$ cat src/rtl/acq_pkg.sv
`default_nettype none
// ============================================================================
//  Module      : acq_pkg
//  Description : Shared constants for the acquisition sequencer: state
//                encodings, capture modes and default widths.
//  Revision    : 1.0 - initial release
// ============================================================================
package acq_pkg;

    // Default widths
    localparam int DEF_DATA_SIZE = 12;
    localparam int DEF_CNT_W     = 8;
    localparam int DEF_TMO_W     = 16;

    // Sequencer state encodings (visible on state_o)
    localparam logic [1:0] IDLE    = 2'd0;
    localparam logic [1:0] ARMED   = 2'd1;
    localparam logic [1:0] CAPTURE = 2'd2;
    localparam logic [1:0] DONE    = 2'd3;

    // Capture modes; encoding 3 is reserved and behaves as Normal
    localparam logic [1:0] MODE_NORMAL = 2'd0;
    localparam logic [1:0] MODE_SINGLE = 2'd1;
    localparam logic [1:0] MODE_AUTO   = 2'd2;

endpackage
`default_nettype wire

$ cat src/rtl/acq_sequencer_if.sv
`default_nettype none
// ============================================================================
//  Module      : acq_sequencer_if
//  Description : Sample-stream and FIFO write-port bundle of the sequencer.
//                  sample_data_i  : ADC sample
//                  sample_valid_i : sample_data_i valid this cycle
//                  fifo_empty_i   : FIFO empty (read clock domain)
//                  fifo_full_i    : FIFO full
//                  w_en_o         : FIFO write enable (registered)
//                slave  : seen from the sequencer
//                master : seen from the ADC / FIFO side
//  Revision    : 1.0 - initial release
// ============================================================================
interface acq_sequencer_if #(
    parameter int DATA_SIZE = 12
);
    logic [DATA_SIZE-1:0] sample_data_i;
    logic                 sample_valid_i;
    logic                 fifo_empty_i;
    logic                 fifo_full_i;
    logic                 w_en_o;

    modport slave (
        input  sample_data_i,
        input  sample_valid_i,
        input  fifo_empty_i,
        input  fifo_full_i,
        output w_en_o
    );

    modport master (
        output sample_data_i,
        output sample_valid_i,
        output fifo_empty_i,
        output fifo_full_i,
        input  w_en_o
    );
endinterface
`default_nettype wire

$ cat src/rtl/acq_sequencer_trig_detect.sv
`default_nettype none
// ============================================================================
//  Module      : trig_detect
//  Description : Threshold compare with previous/current flags. edge_o is a
//                one-cycle flag in the cycle after the valid sample that
//                crossed the threshold was registered.
//  Ports       : clk_i, rst_i (async active-low), clear_i (sync flag clear),
//                valid_i, sample_i, level_i, rising_i, edge_o
//  Revision    : 1.0 - initial release
// ============================================================================
module trig_detect #(
    parameter int DATA_SIZE = 12
) (
    input  logic                 clk_i,
    input  logic                 rst_i,
    input  logic                 clear_i,
    input  logic                 valid_i,
    input  logic [DATA_SIZE-1:0] sample_i,
    input  logic [DATA_SIZE-1:0] level_i,
    input  logic                 rising_i,
    output logic                 edge_o
);
    logic r_thr_cur;
    logic r_thr_prev;
    logic r_have_cur;   // at least one sample since the last clear
    logic r_have_prev;  // at least two samples: r_thr_prev is meaningful
    logic r_fresh;      // a valid sample was registered on the last edge
    logic w_thr;

    assign w_thr = rising_i ? (sample_i >= level_i) : (sample_i < level_i);

    always_ff @(posedge clk_i or negedge rst_i) begin
        if (!rst_i) begin
            r_thr_cur   <= 1'b0;
            r_thr_prev  <= 1'b0;
            r_have_cur  <= 1'b0;
            r_have_prev <= 1'b0;
            r_fresh     <= 1'b0;
        end else if (clear_i) begin
            r_thr_cur   <= 1'b0;
            r_thr_prev  <= 1'b0;
            r_have_cur  <= 1'b0;
            r_have_prev <= 1'b0;
            r_fresh     <= 1'b0;
        end else if (valid_i) begin
            r_thr_cur   <= w_thr;
            r_thr_prev  <= r_thr_cur;
            r_have_cur  <= 1'b1;
            r_have_prev <= r_have_cur;
            r_fresh     <= 1'b1;
        end else begin
            r_fresh     <= 1'b0;
        end
    end

    // The first sample after a clear only primes the history; it cannot edge.
    assign edge_o = r_fresh & r_have_prev & r_thr_cur & ~r_thr_prev;

endmodule
`default_nettype wire

$ cat src/rtl/acq_sequencer.sv
`default_nettype none
// ============================================================================
//  Module      : acq_sequencer
//  Description : Sequences one capture record at a time between the ADC
//                sample stream and the sample FIFO: arm, wait for a drained
//                FIFO, trigger (level/edge or Auto timeout), write a fixed
//                post-trigger count, signal done.
//  Ports       : clk_i, rst_i (async active-low)
//                bus            : sample stream + FIFO port (slave modport)
//                trig_level_i, trig_rising_i, mode_i, post_count_i,
//                timeout_i      : configuration, latched on (re-)arm
//                arm_i, abort_i : single-cycle control pulses
//                trigger_o, forced_o, busy_o, done_o, state_o : status
//  Revision    : 1.0 - initial release
// ============================================================================
module acq_sequencer
    import acq_pkg::*;
#(
    parameter int DATA_SIZE = DEF_DATA_SIZE,
    parameter int CNT_W     = DEF_CNT_W,
    parameter int TMO_W     = DEF_TMO_W
) (
    input  logic                 clk_i,
    input  logic                 rst_i,
    acq_sequencer_if.slave       bus,
    input  logic [DATA_SIZE-1:0] trig_level_i,
    input  logic                 trig_rising_i,
    input  logic [1:0]           mode_i,
    input  logic [CNT_W-1:0]     post_count_i,
    input  logic [TMO_W-1:0]     timeout_i,
    input  logic                 arm_i,
    input  logic                 abort_i,
    output logic                 trigger_o,
    output logic                 forced_o,
    output logic                 busy_o,
    output logic                 done_o,
    output logic [1:0]           state_o
);
    logic [1:0]           r_state;
    logic [DATA_SIZE-1:0] r_level;
    logic                 r_rising;
    logic [1:0]           r_mode;
    logic [CNT_W-1:0]     r_post;
    logic [TMO_W-1:0]     r_tmo;
    logic [CNT_W:0]       r_cnt;     // one extra bit so a record of 2^CNT_W fits
    logic                 r_empty_meta, r_empty_s;
    logic                 r_full_meta,  r_full_s;
    logic                 r_w_en, r_trigger, r_forced, r_done;

    logic                 w_load_cfg;
    logic                 w_edge;
    logic                 w_is_auto;
    logic                 w_tmo_hit;
    logic [CNT_W:0]       w_rec_len;

    // Both FIFO flags cross from other domains; only synchronized copies used.
    always_ff @(posedge clk_i or negedge rst_i) begin
        if (!rst_i) begin
            r_empty_meta <= 1'b0;
            r_empty_s    <= 1'b0;
            r_full_meta  <= 1'b0;
            r_full_s     <= 1'b0;
        end else begin
            r_empty_meta <= bus.fifo_empty_i;
            r_empty_s    <= r_empty_meta;
            r_full_meta  <= bus.fifo_full_i;
            r_full_s     <= r_full_meta;
        end
    end

    // Initial arm from IDLE, or automatic re-arm out of DONE (not Single).
    assign w_load_cfg = !abort_i &&
                        ((r_state == IDLE && arm_i) ||
                         (r_state == DONE && r_mode != MODE_SINGLE));

    assign w_is_auto = (r_mode == MODE_AUTO);
    // Fires on the sample that takes the countdown to zero, or once it is zero.
    assign w_tmo_hit = (r_tmo == '0) ||
                       (r_tmo == TMO_W'(1) && bus.sample_valid_i);
    // A post count of zero encodes the maximum record length 2^CNT_W.
    assign w_rec_len = (r_post == '0) ? {1'b1, {CNT_W{1'b0}}} : {1'b0, r_post};

    trig_detect #(
        .DATA_SIZE (DATA_SIZE)
    ) u_trig_detect (
        .clk_i    (clk_i),
        .rst_i    (rst_i),
        .clear_i  (w_load_cfg),
        .valid_i  (bus.sample_valid_i),
        .sample_i (bus.sample_data_i),
        .level_i  (r_level),
        .rising_i (r_rising),
        .edge_o   (w_edge)
    );

    // Configuration latch and Auto-mode timeout countdown
    always_ff @(posedge clk_i or negedge rst_i) begin
        if (!rst_i) begin
            r_level  <= '0;
            r_rising <= 1'b0;
            r_mode   <= MODE_NORMAL;
            r_post   <= '0;
            r_tmo    <= '0;
        end else if (w_load_cfg) begin
            r_level  <= trig_level_i;
            r_rising <= trig_rising_i;
            r_mode   <= mode_i;
            r_post   <= post_count_i;
            r_tmo    <= timeout_i;
        end else if (r_state == ARMED && w_is_auto &&
                     bus.sample_valid_i && r_tmo != '0) begin
            r_tmo    <= r_tmo - TMO_W'(1);
        end
    end

    // Sequencer FSM; status pulses default low every cycle
    always_ff @(posedge clk_i or negedge rst_i) begin
        if (!rst_i) begin
            r_state   <= IDLE;
            r_cnt     <= '0;
            r_w_en    <= 1'b0;
            r_trigger <= 1'b0;
            r_forced  <= 1'b0;
            r_done    <= 1'b0;
        end else begin
            r_w_en    <= 1'b0;
            r_trigger <= 1'b0;
            r_forced  <= 1'b0;
            r_done    <= 1'b0;
            if (abort_i) begin
                r_state <= IDLE;
            end else begin
                case (r_state)
                    IDLE: begin
                        if (arm_i) begin
                            r_state <= ARMED;
                        end
                    end
                    ARMED: begin
                        // A real edge wins over a simultaneous timeout.
                        if (r_empty_s && (w_edge || (w_is_auto && w_tmo_hit))) begin
                            r_trigger <= 1'b1;
                            r_forced  <= !w_edge;
                            r_cnt     <= w_rec_len;
                            r_state   <= CAPTURE;
                        end
                    end
                    CAPTURE: begin
                        // The last write enable shows in the final CAPTURE
                        // cycle, so DONE itself never carries a write.
                        if (r_full_s || r_cnt == '0) begin
                            r_done  <= 1'b1;
                            r_state <= DONE;
                        end else if (bus.sample_valid_i) begin
                            r_w_en  <= 1'b1;
                            r_cnt   <= r_cnt - (CNT_W + 1)'(1);
                        end
                    end
                    DONE: begin
                        r_state <= (r_mode == MODE_SINGLE) ? IDLE : ARMED;
                    end
                    default: begin
                        r_state <= IDLE;
                    end
                endcase
            end
        end
    end

    assign bus.w_en_o = r_w_en;
    assign trigger_o  = r_trigger;
    assign forced_o   = r_forced;
    assign done_o     = r_done;
    assign busy_o     = (r_state != IDLE);
    assign state_o    = r_state;

endmodule
`default_nettype wire

$ cat src/flat_wrapper.sv
// flat-port wrapper written by rule: the top's interface ports become plain ports
module acq_sequencer_flat import acq_pkg::*;
#(
    parameter int DATA_SIZE = DEF_DATA_SIZE,
    parameter int CNT_W     = DEF_CNT_W,
    parameter int TMO_W     = DEF_TMO_W
)
  (clk_i, rst_i, trig_level_i, trig_rising_i, mode_i, post_count_i, timeout_i, arm_i, abort_i, trigger_o, forced_o, busy_o, done_o, state_o, bus_sample_data_i, bus_sample_valid_i, bus_fifo_empty_i, bus_fifo_full_i, bus_w_en_o);
  acq_sequencer_if #(.DATA_SIZE(DATA_SIZE)) bus_i ();
  input  logic clk_i;
  input  logic rst_i;
  input  logic [DATA_SIZE-1:0] trig_level_i;
  input  logic trig_rising_i;
  input  logic [1:0] mode_i;
  input  logic [CNT_W-1:0] post_count_i;
  input  logic [TMO_W-1:0] timeout_i;
  input  logic arm_i;
  input  logic abort_i;
  output logic trigger_o;
  output logic forced_o;
  output logic busy_o;
  output logic done_o;
  output logic [1:0] state_o;
  input wire logic [$bits(bus_i.sample_data_i)-1:0] bus_sample_data_i;
  input wire logic [$bits(bus_i.sample_valid_i)-1:0] bus_sample_valid_i;
  input wire logic [$bits(bus_i.fifo_empty_i)-1:0] bus_fifo_empty_i;
  input wire logic [$bits(bus_i.fifo_full_i)-1:0] bus_fifo_full_i;
  output wire logic [$bits(bus_i.w_en_o)-1:0] bus_w_en_o;
  assign bus_i.sample_data_i = bus_sample_data_i;
  assign bus_i.sample_valid_i = bus_sample_valid_i;
  assign bus_i.fifo_empty_i = bus_fifo_empty_i;
  assign bus_i.fifo_full_i = bus_fifo_full_i;
  assign bus_w_en_o = bus_i.w_en_o;
  acq_sequencer #(.DATA_SIZE(DATA_SIZE), .CNT_W(CNT_W), .TMO_W(TMO_W)) u_core (.clk_i(clk_i), .rst_i(rst_i), .bus(bus_i), .trig_level_i(trig_level_i), .trig_rising_i(trig_rising_i), .mode_i(mode_i), .post_count_i(post_count_i), .timeout_i(timeout_i), .arm_i(arm_i), .abort_i(abort_i), .trigger_o(trigger_o), .forced_o(forced_o), .busy_o(busy_o), .done_o(done_o), .state_o(state_o));
endmodule
$ cat config.mk
export PLATFORM = sky130hd
export DESIGN_NAME = acq_sequencer_flat
export DESIGN_NICKNAME = d
export VERILOG_FILES = /design/src/rtl/acq_pkg.sv /design/src/rtl/acq_sequencer_if.sv /design/src/rtl/acq_sequencer_trig_detect.sv /design/src/rtl/acq_sequencer.sv /design/src/flat_wrapper.sv
export SDC_FILE = /design/constraint.sdc
export NUM_CORES = 1
export LEC_CHECK = 0
export ABC_AREA = 1
export CAP_MARGIN = 40
export CORE_UTILIZATION = 30
export CTS_BUF_LIST = sky130_fd_sc_hd__clkbuf_16
export CTS_CLUSTER_DIAMETER = 30
export DETAILED_ROUTE_END_ITERATION = 10
export PLACE_DENSITY_LB_ADDON = 0.05
export RECOVER_POWER = 25
export SETUP_SLACK_MARGIN = 0.5
export SLEW_MARGIN = 30
export SYNTH_ARGS = -nofsm -noshare
export SYNTH_HDL_FRONTEND = slang
export SYNTH_HIERARCHICAL = 1
export SYNTH_SLANG_ARGS = --single-unit
$ cat constraint.sdc
create_clock -name clk_i -period 3.3 [get_ports clk_i]
set_input_delay 0.66 -clock clk_i [delete_from_list [all_inputs] [get_ports clk_i]]
set_output_delay 0.66 -clock clk_i [all_outputs]
set_load 0.01 [all_outputs]
Word level (Yosys, flattened, before mapping)
Index checks and enable logic that the tools add are counted.
- flip-flop bits (word level): 63
- $lt $le $gt $ge: 2
- reduce and logical (&&, ||, !) cells: 26
- multiplexer cells: 36
- bitwise logic cells: 5
- equal/unequal tests: 13
- $add $sub $neg: 2
- operators with widths (cell ; count):
    9-bit two-way mux ; 4
    16-bit two-way mux ; 2
    1-bit two-way mux ; 24
    9-bit one-hot mux with 2 select lines ; 1
    16-bit by 1-bit == test with 1-bit output (second input constant) ; 1
    16-bit logical NOT ; 1
    16-bit nonzero test ; 1
    16-bit by 1-bit subtractor with 16-bit output (second input constant) ; 1
    12-bit greater-or-equal comparator ; 1
    12-bit less-than comparator ; 1
    1-bit logical AND ; 9
    9-bit logical NOT ; 1
    9-bit by 1-bit subtractor with 9-bit output (second input constant) ; 1
    8-bit logical NOT ; 1
    2-bit two-way mux ; 4
    2-bit one-hot mux with 4 select lines ; 1
    2-bit nonzero test ; 4
    2-bit == test (second input constant) ; 3
    2-bit != test (second input constant) ; 3
    3-bit != test (second input constant) ; 2
    5-bit AND reduction ; 1
    2-bit by 1-bit == test with 1-bit output (second input constant) ; 2
    1-bit logical OR ; 4
    1-bit bitwise AND ; 3
    other kinds (6) ; 8

Logic depth before layout (Yosys ltp)
Gate-level depths: netlist of run 1.
- depth after elaboration: 9
- mapped depth: 12
- mapped depth without buffers: 12

Modules after synthesis
The synthesis of run 1 kept the hierarchy.
- by module, submodules not included (module ; cells an instance ; sequential area each (µm²) ; area each (µm²) ; instances):
    acq_sequencer ; 453 ; 1451.4 ; 3349.5 ; 1
    trig_detect ; 85 ; 125.1 ; 604.3 ; 1

Worst setup path after synthesis of run 1
Ideal clock, no wire load.
- kind: reg-to-reg
- start point: reg u_core.r_state[0], in the netlist u_core/state_o[0]
- end point: reg u_core.u_trig_detect.r_thr_prev
- data required time: 3179 ps
- data arrival time: 1675 ps
- library setup time: 121 ps
- path slack: 1504 ps
- stages on the path, launching flop included: 10
- buffers on the path: 2
- path through: dfrtp_1 -> inv_1 -> ha_1 -> nand3_1 -> nand2_2 -> buf_2 -> buf_2 -> nor2_2 -> nor2_2 -> a22o_1
- word-level cells in the longest chain between the ends: 5
- elaborated cells on any way between the ends: 8
- ends and longest elaborated chain (item ; RTL line ; text):
    start: declaration ; acq_sequencer.sv:39 ; logic [1:0] r_state;
    start signal: assignment ; acq_sequencer.sv:160 ; r_state <= (r_mode == MODE_SINGLE) ? IDLE : ARMED;
    2-bit == test / 2-bit logical NOT (equally long branches) ; acq_sequencer.sv:74, acq_sequencer.sv:73 ;
    1-bit logical AND, on equally long branches ; acq_sequencer.sv:74, acq_sequencer.sv:73 ;
    1-bit logical OR (*) ; acq_sequencer.sv:73 ; ((r_state == IDLE && arm_i) ||
    1-bit logical AND (*) ; acq_sequencer.sv:72 ; assign w_load_cfg = !abort_i &&
    net u_core.w_load_cfg ; acq_sequencer.sv:50 ; logic w_load_cfg;
    1-bit two-way mux / 2-bit nonzero test (equally long branches) ; -- ;
    end signal: assignment ; acq_sequencer_trig_detect.sv:47 ; r_thr_prev <= r_thr_cur;
    end: declaration ; acq_sequencer_trig_detect.sv:24 ; logic r_thr_prev;
Mark *: on every way through the listed nets, which the timed path passes. The rest lies on a longest branch.
A chain may end at the register's enable or synchronous reset.

Worst setup path after layout of run 1
- start point: reg u_core.r_state[0], in the netlist u_core/state_o[0]
- end point: out busy_o
- word-level cells in the longest chain between the ends: 1
- ends and longest elaborated chain (item ; RTL line ; text):
    2-bit nonzero test ; acq_sequencer.sv:174 ; assign busy_o = (r_state != IDLE);
    end: declaration ; flat_wrapper.sv:21 ; output logic busy_o;
Every way passes these cells.

==> results.txt, run 1 <==
Status: finished, final reports clean
GRT Total Usage: 15.5%
Tmin final: 2.43 ns
Number of global-route vias before repair: 3311
Final hold viol count: 0
Peak supply drop: 0.289 mV
Area growth syn-to-layout: 28.3%
Max Root-Sink Buffers: 2
Post-synth EDFFs: 0
Post-synthesis async set-or-reset flop share: 100%
Cell with the most instances after synthesis: nand2_1
Chip width: 117 um
Worst Path Max Fanout: 6
Cts hold-fix bufs: 0
Synthesized area: 0.00395 mm2
Clk slew on worst S/H paths: 0.06 ns
WP data required: 2.64 ns
Worst min-delay path startpoint: u_core/r_full_meta$_DFF_PN0_
Sequential element share of the synthesized area: 39.9%
Largest net degree at the start of global routing: 52
Final setup fails: 0
Clock insertion delay at the later pin of the skew report: 0.34 ns
CTS tree: done
First-pass GRT wire length: 16000 um
Reg2Reg Setup Slack: 1.14 ns
CTS Sinks: 63
Startpoint types: register
Pre-antenna DRT Iters: 4
RSZ-0062 raised after global routing: false
Dominant cell type by area after synthesis: dfrtp_1
WL final: 9720 um
DPL Wire Length: 7130 um
DIE AREA: 0.0136 mm2
WL per Instance: 12.4 um
R2r worst-path depth: 9
Final Skew: 0.00998 ns
Class of the worst hold path: register to register
Synth cell types: 36
Reg2reg start: u_core/state_o[0]$_DFFE_PN0P_
Initial antenna violation count: 0
Area of the core: 0.0127 mm2
Clock root buffer: clkbuf_16
Final TNS setup: 0 ns
Initial DRC count: 245
Final instance area: 0.00507 mm2
Post-CTS Setup Bufs: 0
Slew HR: 27.8%
Worst-Margin Slew: 1.08 ns
Final Cycle Share: 73.5%
Slew Viols, Final: 0
Nets@finish: 687
WHS Endpoint: u_core/r_full_s$_DFF_PN0_
H-tree depth: 3
Post-synth top flop: dfrtp_1
Site row count: 41
Pleak: 2.54 nW
PortBufs: 64
Final WS setup: 0.873 ns
Setup WS pre-CTS: 0.809 ns
Top post-synthesis cells by count: nand2_1, inv_1, dfrtp_1, nand3_1, nor2_1
Starting density of the core: 31.1%
Die Y: 117 um
Post-CTS resize count: 0
Post-synth net total: 618
DRC violations left: 0
CP arrival: 1.77 ns
Fmax: 412 MHz
Vias: 3461
Synth Instances: 538
Placed Area: 0.00479 mm2
Worst hold slack: 0.350 ns
Setup crit start: u_core/state_o[0]$_DFFE_PN0P_
Hold path cells: 0
Io pins: 65
Post-synth top area share: 39.9%
Placer Congestion: 0.808
Yosys warns: 6
Worst flop-to-flop path endpoint: u_core/r_cnt[0]$_DFFE_PN0P_
Crit Path Class: register to output port
Post-DRT Antenna Nets: 0
CP Capture Type: output port
Max cap viols: 0
P per Cell Area: 839 mW/mm2
Total CTS buffers: 9
Syn avg cell area: 7.35 um2
Gr ovfl total: 0
Antenna diode count: 0
Vias per cell: 4.41
Area contributors post-synth: dfrtp_1, nand2_1, ha_1
Yosys reg bits: 63
Share of cells above drive strength 1: 10.8%
-- metal layers --
layer | wire, um | global-route usage, % | vias up
met3 | 495 | 4.74 | 7
met4 | 93 | 4.89 | 0
met5 | 0 | 0 | -
met1 | 4640 | 20.1 | 1575
li1 | - | - | 1814
met2 | 4500 | 24.8 | 65
-- how the worst max path moves through the flow --
stage	cells after the start	slack, ns	to
2_1_floorplan	9	1.50	u_core/u_trig_detect/r_thr_prev$_DFFE_PN0P_
3_3_place_gp	9	0.85	u_core/u_trig_detect/r_thr_cur$_DFFE_PN0P_
3_5_place_dp	8	0.81	u_core/u_trig_detect/r_thr_prev$_DFFE_PN0P_
4_1_cts	4	0.85	busy_o
5_1_grt	4	0.78	busy_o
6_report	4	0.87	busy_o
-- state kept, by name (all words and copies together), names as in the netlist --
register	count
u_core/r_tmo	16
u_core/r_level	12
u_core/r_cnt	9
u_core/r_post	8
u_core/r_mode	2
u_core/state_o	2
u_core/bus.w_en_o	1
u_core/done_o	1
u_core/forced_o	1
u_core/r_empty_meta	1
u_core/r_empty_s	1
u_core/r_full_meta	1
u_core/r_full_s	1
u_core/r_rising	1
u_core/trigger_o	1
u_core/u_trig_detect/r_fresh	1
u_core/u_trig_detect/r_have_cur	1
u_core/u_trig_detect/r_have_prev	1
u_core/u_trig_detect/r_thr_cur	1
u_core/u_trig_detect/r_thr_prev	1
-- area by class of cell --
| cell class | count | area, um2 |
|---|---|---|
| clock buffers | 9 | 225 |
| clock inverters | 7 | 80.1 |
| fillers | 1339 | 7650 |
| flip-flops and latches | 63 | 1580 |
| repair buffers | 69 | 668 |
| inverters | 69 | 259 |
| multi-input cells | 395 | 2050 |
| well taps | 172 | 215 |
-- critical path, cell delays in order, from the launching register on --
cell             delay [ns]
dfrtp_1                0.45
inv_1                  0.13
ha_1                   0.26
inv_1                  0.06
clkdlybuf4s50_1        0.53
-- report_power, final --
group	switching (mW)	total [mW]	internal (mW)
clock network	0.382	0.974	0.592
registers	0.255	1.34	1.09
logic	1.20	1.94	0.743
-- kinds of logic after synthesis --
family / after synthesis / share of synthesized area, %
AO/OA/AOI/OAI: 44 / 6.68
XOR/XNOR: 4 / 0.886
adder cells (fa/ha/maj): 22 / 6.96
buffers and inverters: 80 / 8.32
flip-flops: 63 / 39.9
AND/OR/NAND/NOR: 325 / 37.3
-- per-stage QoR --
step                      util [%]  power [mW]  instances
after global routing          39.9        4.68        784
after detailed placement      37.7        3.32        768
after floorplan                  -        2.80        538
after CTS                     40.1        4.33        784
after global placement        37.5        3.30        767
final                         39.9        4.26        784
-- cells in the final DEF (no fill, tap or decap), types with 5 or more instances in the layout --
cell             netlist  final
a21oi_1                8      8
clkbuf_16              0      9
clkdlybuf4s50_1        0     61
dfrtp_1               63     63
ha_1                  22     22
inv_1                 64     64
nand2_1              200    200
nand2_2                7      7
nand2_4                5      5
nand3_1               46     46
nand3_2                6      6
nor2_1                37     37
o21ai_0               22     22
o21ai_2                8      8
or2_2                  5      5
No activity file was read; power rests on OpenSTA's default activity.
==> inputs of run 2 (changes only) <==
==> constraint.sdc (replaced) <==
create_clock -name clk_i -period 2.15 [get_ports clk_i]
set_input_delay 0.43 -clock clk_i [delete_from_list [all_inputs] [get_ports clk_i]]
set_output_delay 0.43 -clock clk_i [all_outputs]
set_load 0.01 [all_outputs]
==> run 2 against run 1 <==
Compared with the run above:
- non-clock buffer count up 32
- clock-buffer cell count unchanged
- final cell count up 4.2%
- first-iteration DRC count down 31%
- total power up 77%
- global-route usage up 2.2 points
- sequential share of layout area down 3.6 points
- combinational power up 100%
- critical endpoint is now u_core/r_tmo[12]$_DFFE_PN0P_
==> results.txt, run 2 (synthesis gave the netlist of run 1 again) <==
Final instance area: 0.00575 mm2
Initial DRC count: 169
PortBufs: 64
Setup crit start: u_core/state_o[0]$_DFFE_PN0P_
Site row count: 41
Share of cells above drive strength 1: 20.9%
Most common cell after layout, fill and taps aside: nand2_1
Max reg flops: 16
Chip width: 117 um
CP arrival: 1.97 ns
WL per Instance: 13.9 um
Final Skew: 0.00306 ns
CP Capture Type: register
DIE AREA: 0.0136 mm2
P per Cell Area: 1310 mW/mm2
RSZ-0062 raised after global routing: true
Status: finished, final reports clean
Clock root buffer: clkbuf_16
Nets@finish: 720
Crit Path Class: register to register
Tmin final: 1.75 ns
Class of the worst hold path: input pin to asynchronous set/reset pin
Area growth syn-to-layout: 45.5%
DRC violations left: 0
Antenna diode count: 0
Cts hold-fix bufs: 0
Final TNS setup: 0 ns
Total CTS buffers: 9
Seq. cell area: 0.00158 mm2
GRT Total Usage: 17.7%
Max cap viols: 0
DPL Wire Length: 7230 um
Largest net degree at the start of global routing: 64
Starting density of the core: 31.1%
Io pins: 65
WL final: 11300 um
Worst-Margin Slew: 0.365 ns
Area of the core: 0.0127 mm2
CTS Sinks: 63
WP data required: 2.37 ns
Placer Congestion: 0.818
Slew HR: 75.7%
Final hold viol count: 0
Placed Area: 0.00483 mm2
Initial antenna violation count: 0
Area of the multi-input gates: 0.00223 mm2
CTS tree: done
Reg2reg start: u_core/state_o[0]$_DFFE_PN0P_
First-pass GRT wire length: 18200 um
Most flops, register: u_core/r_tmo
Fmax: 570 MHz
Vias: 3709
Startpoint types: register
Commonest non-fill, non-tap cells in the layout: nand2_1, inv_1, dfrtp_1, clkdlybuf4s50_1, nand3_1
Vias per cell: 4.54
Worst Path Max Fanout: 6
Die Y: 117 um
Filler cells: 1325
Clock insertion delay at the later pin of the skew report: 0.33 ns
Gr ovfl total: 0
Slew Viols, Final: 0
Pre-antenna DRT Iters: 4
H-tree depth: 3
Pleak: 2.90 nW
Post-DRT Antenna Nets: 0
Final setup fails: 0
Peak supply drop: 0.591 mV
Max Root-Sink Buffers: 2
Final Cycle Share: 81.6%
Clk slew on worst S/H paths: 0.05 ns
Number of global-route vias before repair: 3796
Biggest regs: u_core/r_tmo: 16 flops, u_core/r_level: 12 flops, u_core/r_cnt: 9 flops
## run 2: cell count changes in the layout (fill, tap and decap cells not counted), moves of 4 or more
cell	before	now
buf_16	0	4
nand2_2	7	19
buf_12	0	8
nor2_1	37	33
buf_4	4	18
ha_1	22	15
clkdlybuf4s50_1	61	56
nand2_1	200	185
ha_2	0	4
buf_6	0	4
## run 2: final timing paths
| kind | slack [ns] | to | cells after the start |
|---|---|---|---|
| max reg2reg | 0.40 | u_core/r_tmo[12]$_DFFE_PN0P_ | 12 |
| min in group clk_i | 0.35 | u_core/r_empty_s$_DFF_PN0_ | 0 |
| min reg2reg | 0.35 | u_core/r_empty_s$_DFF_PN0_ | 0 |
| min | 0.14 | u_core/r_level[5]$_DFFE_PN0P_ | 2 |
| max | 0.40 | u_core/r_tmo[12]$_DFFE_PN0P_ | 12 |
| max in group asynchronous | 1.69 | u_core/state_o[0]$_DFFE_PN0P_ | 2 |
## run 2: layout make-up
type | instances | area share (%)
Clock inverter | 7 | 1.39
Clock buffer | 9 | 3.91
Tap cell | 172 | 3.74
Timing Repair Buffer | 101 | 20.1
Multi-Input combinational cell | 396 | 38.8
Sequential cell | 63 | 27.4
Inverter | 69 | 4.63
## run 2: stage by stage
| step | std cells | total power, mW | hold WS (ns) | setup slack [ns] | utilization [%] |
|---|---|---|---|---|---|
| global route | 817 | 8.24 | 0.157 | 0.335 | 45.2 |
| detailed placement | 772 | 5.17 | 0.339 | 0.183 | 38.0 |
| floorplan | 538 | 4.31 | 0.134 | 0.506 | - |
| global placement | 772 | 5.13 | 0.333 | 0.197 | 38.0 |
| CTS | 810 | 7.37 | 0.120 | 0.349 | 43.8 |
| finish | 817 | 7.54 | 0.140 | 0.396 | 45.2 |
## run 2: routing by layer
metal	wire length, um	up-vias	global-route usage, %
met4	113	0	4.39
met1	5220	1748	21.4
met3	474	7	5.10
met5	0	-	0
li1	-	1890	-
met2	5530	64	31.1
## run 2: worst max-delay path, cell delays in order, from the launching register on
cell      delay [ns]
dfrtp_2         0.42
buf_6           0.13
ha_4            0.15
a21boi_4        0.14
nand2_2         0.07
nand2_4         0.08
clkinv_4        0.07
buf_12          0.12
nand2_8         0.08
buf_12          0.14
buf_16          0.13
nand3_2         0.06
nand2_1         0.05
## run 2: report_power, final
group          internal, mW  leakage (nW)  switching [mW]  total [mW]
logic                  1.74          1.95            2.21        3.95
clock network         0.995         0.157           0.524        1.52
registers              1.67         0.790           0.399        2.07
total                  4.41          2.90            3.13        7.54
## run 2: timing repair
action,CTS,global route
setup endpoints to repair,51,58
pin swaps,8,10
resized for setup,52,31
cloned,6,1
setup buffers,16,6
hold endpoints to repair,0,0
==> inputs of run 3 (changes only) <==
==> constraint.sdc (replaced) <==
create_clock -name clk_i -period 1.8 [get_ports clk_i]
set_input_delay 0.36 -clock clk_i [delete_from_list [all_inputs] [get_ports clk_i]]
set_output_delay 0.36 -clock clk_i [all_outputs]
set_load 0.01 [all_outputs]
==> run 3 against run 2 <==
Compared with the run above:
- clock power up 9.9%
- die area unchanged
- register-to-register slack worse by 0.21 ns
==> results.txt, run 3 (synthesis gave the netlist of run 1 again) <==
Status: finished, final reports clean
Area of the core: 0.0127 mm2
Max cap viols: 0
Slowest cell delay on critical path: 0.46 ns
Final Skew: 0.00655 ns
Vias per cell: 4.42
Initial antenna violation count: 0
DIE AREA: 0.0136 mm2
Area growth syn-to-layout: 52.8%
Final Cycle Share: 89.8%
Clk pwr share: 17.7%
Gr ovfl total: 0
Routed wl met2: 5260 um
R2r worst-path depth: 9
First-pass GRT wire length: 17200 um
Share of cells above drive strength 1: 30.0%
Slowest cell on the critical path: dfrtp_2
Starting density of the core: 31.1%
Class of the worst hold path: input pin to asynchronous set/reset pin
Worst flop-to-flop path endpoint: u_core/r_tmo[9]$_DFFE_PN0P_
CP arrival: 1.26 ns
PortBufs: 64
DRC violations left: 0
Final TNS setup: 0 ns
Chip width: 117 um
Total CTS buffers: 9
Cell breakdown of the critical path: buf_4, buf_6, buf_6, buf_6
Nets@finish: 741
Site row count: 41
Io pins: 65
Most flops, register: u_core/r_tmo
Max reg flops: 16
Setup WS pre-CTS: -0.0739 ns
Sequential power share: 26.6%
Final instance area: 0.00604 mm2
RSZ-0062 raised after global routing: true
Number of global-route vias before repair: 3641
Gate power share: 55.8%
Reg2Reg Setup Slack: 0.19 ns
Max Root-Sink Buffers: 2
Slew Viols, Final: 0
Vias: 3702
Worst-Margin Slew: 0.951 ns
Largest net degree at the start of global routing: 64
Cell count along the critical path: 4
Clock insertion delay at the later pin of the skew report: 0.33 ns
Commonest non-fill, non-tap cells in the layout: nand2_1, dfrtp_1, clkdlybuf4s50_1, inv_1, buf_4
CTS tree: done
Final setup fails: 0
Fmax: 619 MHz
Cell repeated most along the worst path: buf_6
Worst hold slack: 0.276 ns
Slew HR: 36.6%
P_int: 5.48 mW
Startpoint types: register
Placer Congestion: 0.794
Antenna diode count: 0
Metal-1 WL: 5040 um
Final WS setup: 0.184 ns
Peak supply drop: 0.645 mV
CP Capture Type: output port
Die Y: 117 um
Final hold viol count: 0
CTS Sinks: 63
Fin cells: 838
Sw Pwr: 3.99 mW
Filler cells: 1308
GRT Total Usage: 16.6%
Post-DRT Antenna Nets: 0
WP buf/inv: 4
Pleak: 2.91 nW
WL final: 10800 um
Pre-antenna DRT Iters: 4
Final Power: 9.47 mW
Top layer in use: met4
Sw Share: 42.2%
Worst Path Max Fanout: 4
Initial DRC count: 159
Clk slew on worst S/H paths: 0.05 ns
Biggest regs: u_core/r_tmo: 16 flops, u_core/r_level: 12 flops, u_core/r_cnt: 9 flops
Most common cell after layout, fill and taps aside: nand2_1
WP data required: 1.44 ns
H-tree depth: 3
DPL Wire Length: 7410 um
Reg2reg start: u_core/state_o[0]$_DFFE_PN0P_
WL per Instance: 12.9 um
Placed Cells: 790
P per Cell Area: 1570 mW/mm2
Placed Area: 0.00503 mm2
Post-Route Utilization: 47.5%
Clock root buffer: clkbuf_16
Tmin final: 1.62 ns
Crit Path Class: register to output port
Crit path max-delay family: buffers and inverters
Routed wl met3: 354 um
[run 3: cell types whose count changed in the layout (fill, tap and decap cells not counted), sizes merged]
cell           change
bufinv             -1
clkinv             +1
dlymetal6s2s       -3
buf               +26
clkinvlp           +1
clkdlybuf4s15      +2
dlygate4sd2        -3
inv                -1
bufbuf             -1
[run 3: timing repair]
item / 4_1_cts / 5_1_grt
hold buffers: 0 / 0
endpoints found under the setup margin: 65 / 62
cloned: 1 / 2
setup buffers: 15 / 14
pin swaps: 19 / 32
gates resized for setup: 87 / 64
[run 3: final cells by class]
cell class	instances	area, um2	share of cell area, %
clock inverter	7	55.1	0.911
timing repair buffer	122	1260	20.9
tap	172	215	3.56
sequential	63	1580	26.2
multi-input combinational	396	2420	40.1
inverter	69	278	4.60
clock buffer	9	225	3.73
[run 3: routing by layer]
layer	track usage, %	vias up
met5	0	-
met4	6.33	0
met3	2.57	14
met2	29.6	63
met1	20.2	1688
li1	-	1937
[run 3: power groups by stage]
stage                     Sequential (mW)  Combinational [mW]  Clock, mW
after floorplan                      2.37                2.81          0
after global placement               2.47                4.02          0
after detailed placement             2.47                4.05          0
after CTS                            2.48                4.65       1.73
after global routing                 2.60                5.89       1.80
final                                2.52                5.28       1.67
[run 3: how the worst max path moves through the flow]
stage / from / to
2_1_floorplan: u_core/state_o[1]$_DFFE_PN0P_ / u_core/u_trig_detect/r_thr_prev$_DFFE_PN0P_
3_3_place_gp: abort_i / u_core/r_tmo[9]$_DFFE_PN0P_
3_5_place_dp: abort_i / u_core/r_level[0]$_DFFE_PN0P_
4_1_cts: u_core/r_tmo[0]$_DFFE_PN0P_ / u_core/r_tmo[9]$_DFFE_PN0P_
5_1_grt: u_core/r_tmo[1]$_DFFE_PN0P_ / u_core/r_cnt[4]$_DFFE_PN0P_
6_report: u_core/state_o[0]$_DFFE_PN0P_ / state_o[0]
